--- config.mk ---
export PLATFORM = sky130hd
export DESIGN_NAME = micro_sequencer
export DESIGN_NICKNAME = d
export VERILOG_FILES = /design/src/rtl/mseq_pkg.sv /design/src/rtl/mseq_prog_mem.sv /design/src/rtl/micro_sequencer.sv
export SDC_FILE = /design/constraint.sdc
export NUM_CORES = 1
export LEC_CHECK = 0
export CAP_MARGIN = 20
export CELL_PAD_IN_SITES_DETAIL_PLACEMENT = 1
export CELL_PAD_IN_SITES_GLOBAL_PLACEMENT = 1
export CORE_UTILIZATION = 35
export CTS_CLUSTER_SIZE = 25
export DETAILED_ROUTE_END_ITERATION = 7
export PLACE_DENSITY_LB_ADDON = 0.1
export SLEW_MARGIN = 5
export SYNTH_ARGS = -nofsm -noshare
export SYNTH_HDL_FRONTEND = slang
export SYNTH_SLANG_ARGS = --single-unit
--- constraint.sdc ---
create_clock -name clk -period 9.6 [get_ports clk]
set_input_delay 0.96 -clock clk [delete_from_list [all_inputs] [get_ports clk]]
set_output_delay 0.96 -clock clk [all_outputs]
set_load 0.05 [all_outputs]
--- src/rtl/mseq_pkg.sv ---
// Shared definitions for the micro_sequencer: sequencing opcodes, FSM states,
// ALU operation codes and helpers that locate fields inside a microinstruction.
package mseq_pkg;

   // Sequencing opcode carried in every microinstruction.
   typedef enum logic [1:0] {
      SEQ_NEXT   = 2'b00,
      SEQ_JUMP   = 2'b01,
      SEQ_BRANCH = 2'b10,
      SEQ_HALT   = 2'b11
   } seq_op_e;

   // Sequencer control states.
   typedef enum logic [1:0] {
      ST_IDLE = 2'b00,
      ST_RUN  = 2'b01,
      ST_DONE = 2'b10
   } state_e;

   // ALU operation codes placed in the ALUop field of machineCode.
   localparam logic [1:0] ALU_ADD = 2'b00;
   localparam logic [1:0] ALU_SUB = 2'b01;
   localparam logic [1:0] ALU_AND = 2'b10;
   localparam logic [1:0] ALU_OR  = 2'b11;

   // Fixed low-order bit positions inside the control field.
   localparam int OUTLOAD_BIT = 32'sd0;
   localparam int ALUOP_LSB   = 32'sd1;
   localparam int WR_EN_BIT   = 32'sd3;
   localparam int WADDR_LSB   = 32'sd4;

   // Width of the control field (machineCode).
   function automatic int mc_width(input int reg_aw);
      return 32'sd5 + 32'sd3 * reg_aw;
   endfunction

   // Lowest bit of raddr2 inside the control field.
   function automatic int raddr2_lsb(input int reg_aw);
      return WADDR_LSB + reg_aw;
   endfunction

   // Lowest bit of raddr1 inside the control field.
   function automatic int raddr1_lsb(input int reg_aw);
      return WADDR_LSB + 32'sd2 * reg_aw;
   endfunction

   // Position of RFSrcMuxSel (the control field MSB).
   function automatic int rf_src_bit(input int reg_aw);
      return WADDR_LSB + 32'sd3 * reg_aw;
   endfunction

   // Lowest bit of seq_op inside a full microinstruction.
   function automatic int seq_op_lsb(input int pc_w);
      return pc_w;
   endfunction

   // Lowest bit of the control field inside a full microinstruction.
   function automatic int control_lsb(input int pc_w);
      return pc_w + 32'sd2;
   endfunction

   // Width of a full microinstruction word.
   function automatic int ui_width(input int reg_aw, input int pc_w);
      return mc_width(reg_aw) + 32'sd2 + pc_w;
   endfunction

endpackage

--- src/rtl/mseq_prog_mem.sv ---
// Microprogram store: one synchronous write port, one asynchronous read port.
// Contents are deliberately not touched by reset so a program survives it.
module mseq_prog_mem #(
   parameter int DEPTH = 16,
   parameter int AW    = 4,
   parameter int DW    = 20
) (
   input  logic          clk,
   input  logic          we,
   input  logic [AW-1:0] waddr,
   input  logic [DW-1:0] wdata,
   input  logic [AW-1:0] raddr,
   output logic [DW-1:0] rdata
);

   logic [DW-1:0] mem [DEPTH];

   // Write port: store a word on the rising edge when enabled.
   always_ff @(posedge clk) begin
      if (we) begin
         mem[waddr] <= wdata;
      end
   end

   assign rdata = mem[raddr];

endmodule

--- src/rtl/micro_sequencer.sv ---
// Microprogram sequencer: fetches microinstructions from mseq_prog_mem,
// drives their control field on machineCode and steps the PC according to
// NEXT / JUMP / BRANCH / HALT. Optional single-step mode: define MSEQ_STEP_EN
// to add a step input that gates every RUN-state advance.
module micro_sequencer
   import mseq_pkg::*;
#(
   parameter int   REG_AW     = 3,
   parameter int   PROG_DEPTH = 16,
   localparam int  PC_W       = $clog2(PROG_DEPTH),
   localparam int  MC_W       = mc_width(REG_AW),
   localparam int  UI_W       = ui_width(REG_AW, PC_W)
) (
   input  logic            clk,
   input  logic            reset,
   input  logic            start,
   input  logic            cond,
`ifdef MSEQ_STEP_EN
   input  logic            step,
`endif
   input  logic            prog_we,
   input  logic [PC_W-1:0] prog_addr,
   input  logic [UI_W-1:0] prog_wdata,
   output logic [MC_W-1:0] machineCode,
   output logic [PC_W-1:0] pc,
   output logic            busy,
   output logic            done
);

   localparam int CTRL_LSB = control_lsb(PC_W);
   localparam int OP_LSB   = seq_op_lsb(PC_W);

   state_e          state;
   state_e          state_next;
   logic [PC_W-1:0] pc_next;
   logic [PC_W-1:0] pc_inc;
   logic [UI_W-1:0] word;
   logic [MC_W-1:0] ctrl;
   logic [PC_W-1:0] target;
   seq_op_e         op;
   logic            mem_we;
   logic            advance;

   // Writes land only while the sequencer is not executing; reset wins.
   assign mem_we = prog_we & ~reset & ((state == ST_IDLE) | (state == ST_DONE));

   mseq_prog_mem #(
      .DEPTH (PROG_DEPTH),
      .AW    (PC_W),
      .DW    (UI_W)
   ) u_prog_mem (
      .clk   (clk),
      .we    (mem_we),
      .waddr (prog_addr),
      .wdata (prog_wdata),
      .raddr (pc),
      .rdata (word)
   );

   assign ctrl   = word[UI_W-1:CTRL_LSB];
   assign op     = seq_op_e'(word[OP_LSB+1:OP_LSB]);
   assign target = word[PC_W-1:0];
   // PROG_DEPTH is a power of two, so natural overflow gives the wrap to 0.
   assign pc_inc = pc + PC_W'(1'b1);

`ifdef MSEQ_STEP_EN
   assign advance = step;
`else
   assign advance = 1'b1;
`endif

   // Next-state, next-pc and output decode; cond only steers pc_next.
   always_comb begin
      state_next  = state;
      pc_next     = pc;
      machineCode = '0;
      busy        = 1'b0;
      done        = 1'b0;
      case (state)
         ST_IDLE: begin
            if (start) begin
               state_next = ST_RUN;
               pc_next    = '0;
            end else begin
               state_next = ST_IDLE;
            end
         end
         ST_RUN: begin
            busy        = 1'b1;
            machineCode = ctrl;
`ifdef MSEQ_STEP_EN
            if (!step) begin
               machineCode[WR_EN_BIT]   = 1'b0;
               machineCode[OUTLOAD_BIT] = 1'b0;
            end else begin
               machineCode = ctrl;
            end
`endif
            if (advance) begin
               case (op)
                  SEQ_NEXT:   pc_next = pc_inc;
                  SEQ_JUMP:   pc_next = target;
                  SEQ_BRANCH: pc_next = cond ? target : pc_inc;
                  SEQ_HALT:   state_next = ST_DONE;
                  default:    state_next = ST_IDLE;
               endcase
            end else begin
               pc_next = pc;
            end
         end
         ST_DONE: begin
            done       = 1'b1;
            state_next = ST_IDLE;
         end
         default: begin
            state_next = ST_IDLE;
            pc_next    = '0;
         end
      endcase
   end

   // State and program-counter registers with synchronous reset.
   always_ff @(posedge clk) begin
      if (reset) begin
         state <= ST_IDLE;
         pc    <= '0;
      end else begin
         state <= state_next;
         pc    <= pc_next;
      end
   end

endmodule

==> results of run 1 <==
## power by group through the flow
stage                     registers, mW  clock network (mW)  logic, mW
after floorplan                    1.64                   0      0.365
after global placement             1.67                   0      0.479
after detailed placement           1.67                   0      0.488
after CTS                          1.64                1.37      0.490
after global routing               1.65                1.42      0.520
final                              1.64                1.33      0.482
## through the flow
stage          utilization (%)  hold slack (ns)
6_report                  42.1            0.515
5_1_grt                   42.1            0.553
4_1_cts                   42.1            0.520
3_5_place_dp              38.9            0.515
3_3_place_gp              38.9            0.491
2_1_floorplan                -            0.453
## sequential cells by signal, indices dropped and copies added, names as in the netlist, named ones only
| name | count |
|---|---|
| u_prog_mem.mem | 320 |
| pc | 4 |
| state | 2 |
## Yosys cell counts, types with 5 or more instances
library cell	instances	area share (%)
mux2i_1	5	0.39
dfxtp_1	10	1.6
a21oi_1	7	0.27
and2_1	14	0.68
clkbuf_1	11	0.32
nand2b_1	9	0.44
buf_6	6	0.53
nand2_1	6	0.18
inv_1	8	0.23
nor3_1	5	0.20
nor2_1	21	0.61
edfxtp_1	320	75
ha_1	5	0.49
mux4_2	95	17
nand3_1	6	0.23
## cells by family after synthesis
| group | Yosys count |
|---|---|
| AO/OA/AOI/OAI | 29 |
| multiplexers | 100 |
| adder cells (fa/ha/maj) | 5 |
| AND/OR/NAND/NOR | 72 |
| flip-flops | 330 |
| buffers and inverters | 35 |
## area by class of cell
class / count / area, sq um / area share [%]
Clock buffer: 50 / 1030 / 6.81
Clock inverter: 13 / 111 / 0.738
Inverter: 8 / 30.0 / 0.199
Multi-Input combinational cell: 206 / 2880 / 19.1
Sequential cell: 330 / 9820 / 65.1
Tap cell: 461 / 577 / 3.82
Timing Repair Buffer: 70 / 646 / 4.28
## routing by layer
metal | share of wire [%] | track usage (%) | vias to the layer above
met2 | 49 | 27.3 | 120
met4 | 2.0 | 4.21 | 4
met1 | 45 | 23.1 | 3239
met5 | 0.089 | 0 | -
met3 | 4.5 | 2.96 | 44
li1 | - | - | 2568
## path summary, 6_finish.rpt
check	startpoint	endpoint	slack [ns]	cells after the start
max	flop	machineCode[3]	4.39	5
max reg2reg	flop	flop	5.05	9
min	state[1]	state[0]	0.52	1
min reg2reg	state[1]	state[0]	0.52	1
## placed cells by master (no fill, tap or decap), types with 8 or more instances in the layout
cell type,count
nor2_1,9
mux4_2,95
clkbuf_16,39
nor2_2,12
inv_1,8
edfxtp_1,320
buf_4,22
clkbuf_1,10
and2_1,14
nand2b_1,9
clkdlybuf4s50_1,48
==> flow_summary.toml, run 1 <==
[logic_synthesis]
synth_top_family_by_area = "multiplexers"
synth_xor_area_share_pct = 0
synthSimpleGateAreaFrac_pct = 2.95
synth_flop_cell = "edfxtp_1"
syn_inst = 571
muxShareOfSynthArea_pct = 17.1
synth-edff-count = 320
synth-seq-cells = 330
synthAdderAreaFrac_pct = 0.488
synth_compound_gate_area_share_pct = 1.54
synth_async_sr_flop_share_pct = 0
netlist_area_sq_um = 12800
seq_area_frac_synth_pct = 76.5
synth.distinct_cells = 34
ys_warn_count = 0
synth_nets = 605
syn-mean-instance-area_sq_um = 22.5

[cells_and_area]
syn2layout_area_growth_pct = 17.6
fin_area_sq_um = 15100
fillers = 3286
antennaDiodeCount = 0
fin_nets = 687
layoutNonFillerInstCount = 1138
drive_gt1_share_pct = 27.3

[grt]
grt_antenna_before_repair = 2
grt_pass1_wl_um = 44900
grt_pass1_vias = 6566
grtUsageTotal_pct = 16.7
overflow = 0
grt_max_degree = 46

[drt]
dr_total_vias = 5975
vias_per_cell = 5.25
drt_wl_total_um = 30500
drc_errors = 3
antenna_left = 0
first_iter_violations = 471
drt-pass1-iter-count = 8
wl_per_cell_um = 26.8

[clocking]
hold_buffers = 0
cts_made_buffers = 37
clk_pin_slew_ns = 0.06
cts_tree = "built"
post_cts_resized = 0
clockRootBuffer = "clkbuf_16"
cts_sinks = 330
cts_htree_levels = 2
post-cts-setup-buffer-count = 0
clock_latency_ns = 0.51
clock_path_buffers = 3

[flow_run]
maxCapViolCount = 0

[worst_hold_path]
hold_path_class = "reg -> reg"

[floorplanning]
die_h_um = 193
fp.coreArea_sq_um = 35800
dieArea_sq_um = 37400
ios = 49
die_x_um = 193
num_rows = 69
start_util_pct = 35.8

[sta]
final_hold_viol_count = 0
fmax_ghz = 0.192
drv_slew = 0
rsz0062_at_grt = "false"
setup_ws_ns = 4.39
setup_viol = 0
min_period_ns = 5.21
worstMarginPinSlew_ns = 0.970
slew_headroom_pct = 35.3
setup_tns_ns = 0
fin_skew_ns = 0.0143
min_period_over_period_pct = 54.2

[placed_design]
gp_congestion = 0.720
portBuffers = 48
place_ws_ns = 4.72
place_hpwl_um = 16400
dpl_cell_area_sq_um = 13900
placed_cells = 1075

[power]
internal-power_mw = 2.62
powerDensity_nw_per_um2 = 229
p_sw_mw = 0.831
finalPower_mw = 3.45
power_frac_seq_pct = 47.5
p_leak_nw = 4.56
p_clk_share_pct = 38.6
ir_drop_v = 0.000107
switching_share_pct = 24.1
pwr-share-comb_pct = 14.0

[worst_setup_path]
crit_slowest_cell = "dfxtp_4"
path_cells = "buf_4 -> mux4_2 -> mux4_2 -> and2_1 -> clkdlybuf4s50_1"
cp_top_family = "buffers and inverters"
cp-end-kind = "output port"
worstPathMaxFanout = 45
cpMostUsedCell = "mux4_2"
cp-start-kind = "flop"
crit_required_ns = 8.64
critPathMaxStageDelay_ns = 0.95
crit_type = "reg -> out"
timing.critical_path.buf_inv = 2
arrival_ns = 4.25

[outcome]
status = "complete, but fails checks"
violations = "DRC"
Note: power is estimated with default switching activity, not from simulation.
==> inputs of run 2 (changes only) <==
- clock period: 9.6 -> 4.7 ns (I/O delays scaled with it)
==> flow_summary.toml, run 2 (synthesis gave the netlist of run 1 again) <==
[worst_setup_path]
path_cells = "buf_4 -> mux4_2 -> mux4_2 -> and2_1 -> clkdlybuf4s50_1"
cp-start-kind = "flop"
crit_type = "reg -> out"
crit_required_ns = 4.23
crit_slowest_cell = "dfxtp_4"
worstPathMaxFanout = 26
arrival_ns = 3.55
reg2reg_slack_ns = 1.20
reg2reg_depth = 8
critPathMaxStageDelay_ns = 0.70
cp-end-kind = "output port"
cpMostUsedCell = "mux4_2"
r2r-end = "pc[0]"

[clocking]
post_cts_resized = 0
post-cts-setup-buffer-count = 0
cts_made_buffers = 38
clockRootBuffer = "clkbuf_16"
cts_sinks = 330
clock_path_buffers = 3
hold_buffers = 0
clock_latency_ns = 0.51
cts_tree = "built"
clk_pin_slew_ns = 0.06
cts_htree_levels = 2

[floorplanning]
dieArea_sq_um = 37400
num_rows = 69
start_util_pct = 35.8
fp.coreArea_sq_um = 35800
ios = 49
die_x_um = 193
die_h_um = 193

[cells_and_area]
final_cell_mix = "edfxtp_1, mux4_2, clkdlybuf4s50_1"
fillers = 3305
mostFrequentLayoutCell = "edfxtp_1"
drive_gt1_share_pct = 28.5
post-route-util_pct = 42.5
largest_reg_flops = 320
layoutNonFillerInstCount = 1149
syn2layout_area_growth_pct = 18.8
regArea_sq_um = 9820
multi_input_area_sq_um = 2880
fin_nets = 693
regMostFlops = "u_prog_mem.mem"
reg_top3 = "u_prog_mem.mem: 320 flops, pc: 4 flops, state: 2 flops"

[sta]
setup_viol = 0
drv_slew = 0
slew_headroom_pct = 34.7
fmax_ghz = 0.249
setup_tns_ns = 0
min_period_over_period_pct = 85.5
rsz0062_at_grt = "false"
min_period_ns = 4.02
fin_skew_ns = 0.0171
worstMarginPinSlew_ns = 0.979
final_hold_viol_count = 0

[drt]
first_iter_violations = 470
drt-pass1-iter-count = 6
drc_errors = 6
antenna_left = 0
wl_per_cell_um = 27.3
vias_per_cell = 5.30
drt_wl_total_um = 31400
dr_total_vias = 6091

[grt]
grt_pass1_vias = 6635
grt_antenna_before_repair = 0
overflow = 0
grtUsageTotal_pct = 17.2
grt_max_degree = 30
grt_pass1_wl_um = 46100

[placed_design]
place_hpwl_um = 16700
gp_congestion = 0.729
portBuffers = 48
placed_cells = 1080

[worst_hold_path]
min_from = "state[1]"
hold_path_class = "reg -> reg"
min_delay_path_depth = 1
min_to = "state[0]"

[outcome]
status = "complete, but fails checks"
violations = "DRC"

[power]
powerDensity_nw_per_um2 = 474
ir_drop_v = 0.000295
p_leak_nw = 4.63
finalPower_mw = 7.23

[flow_run]
maxCapViolCount = 0
[run 2: changes by cell type in the layout (fill, tap and decap cells not counted), sizes merged]
cell,previous run,this run
buf,22,27
bufinv,2,4
clkbuf,50,46
clkinv,10,14
clkinvlp,0,2
diode,0,1
inv,9,10
[run 2: through the flow]
stage | setup WS (ns) | hold WS [ns] | area, sq um
6_report | 0.682 | 0.532 | 15200
5_1_grt | 0.478 | 0.571 | 15200
4_1_cts | 0.556 | 0.535 | 15200
3_5_place_dp | 1.12 | 0.516 | 14000
3_3_place_gp | 1.10 | 0.485 | 14000
2_1_floorplan | 1.51 | 0.453 | 12800
[run 2: area by class of cell]
cell class / count / area share [%]
repair buffers: 75 / 4.73
clock inverters: 22 / 1.40
flip-flops and latches: 330 / 64.4
well taps: 461 / 3.79
inverters: 8 / 0.197
clock buffers: 46 / 6.58
diodes: 1 / 0.0164
multi-input cells: 206 / 18.9
[run 2: worst max path at each step]
stage                                 to  from  slack (ns)  cells after the start
final                     machineCode[0]  flop        0.68                      5
after global routing      machineCode[0]  flop        0.48                      5
after CTS                 machineCode[0]  flop        0.56                      5
after detailed placement  machineCode[0]  flop        1.12                      5
after global placement    machineCode[0]  flop        1.10                      5
after floorplan                     flop  flop        1.51                     11
[run 2: layer usage]
metal / track usage, % / vias up / share of wire [%]
met5: 0 / - / 0
met4: 4.74 / 0 / 1.8
met3: 2.65 / 48 / 6.8
met2: 28.0 / 167 / 49
met1: 23.9 / 3285 / 43
li1: - / 2591 / -
[run 2: report_power, final]
part	switching (mW)	total, mW	internal [mW]
clock network	1.13	2.87	1.74
logic	0.530	1.02	0.487
registers	0.0849	3.35	3.26
total	1.74	7.23	5.49
[run 2: worst max-delay path, delay by kind of cell, from the launching register on]
kind / cells / cell delay (ns)
buf+inv: 2 / 1.09
mux: 2 / 1.02
flops: 1 / 0.70
simple gates: 1 / 0.19
==> inputs of run 3 (changes only) <==
- ABC_AREA: not set -> 0
- SLEW_MARGIN: 5 -> 10
==> results of run 3 <==
Final layout, timing and power as in run 2 (identical DEF).
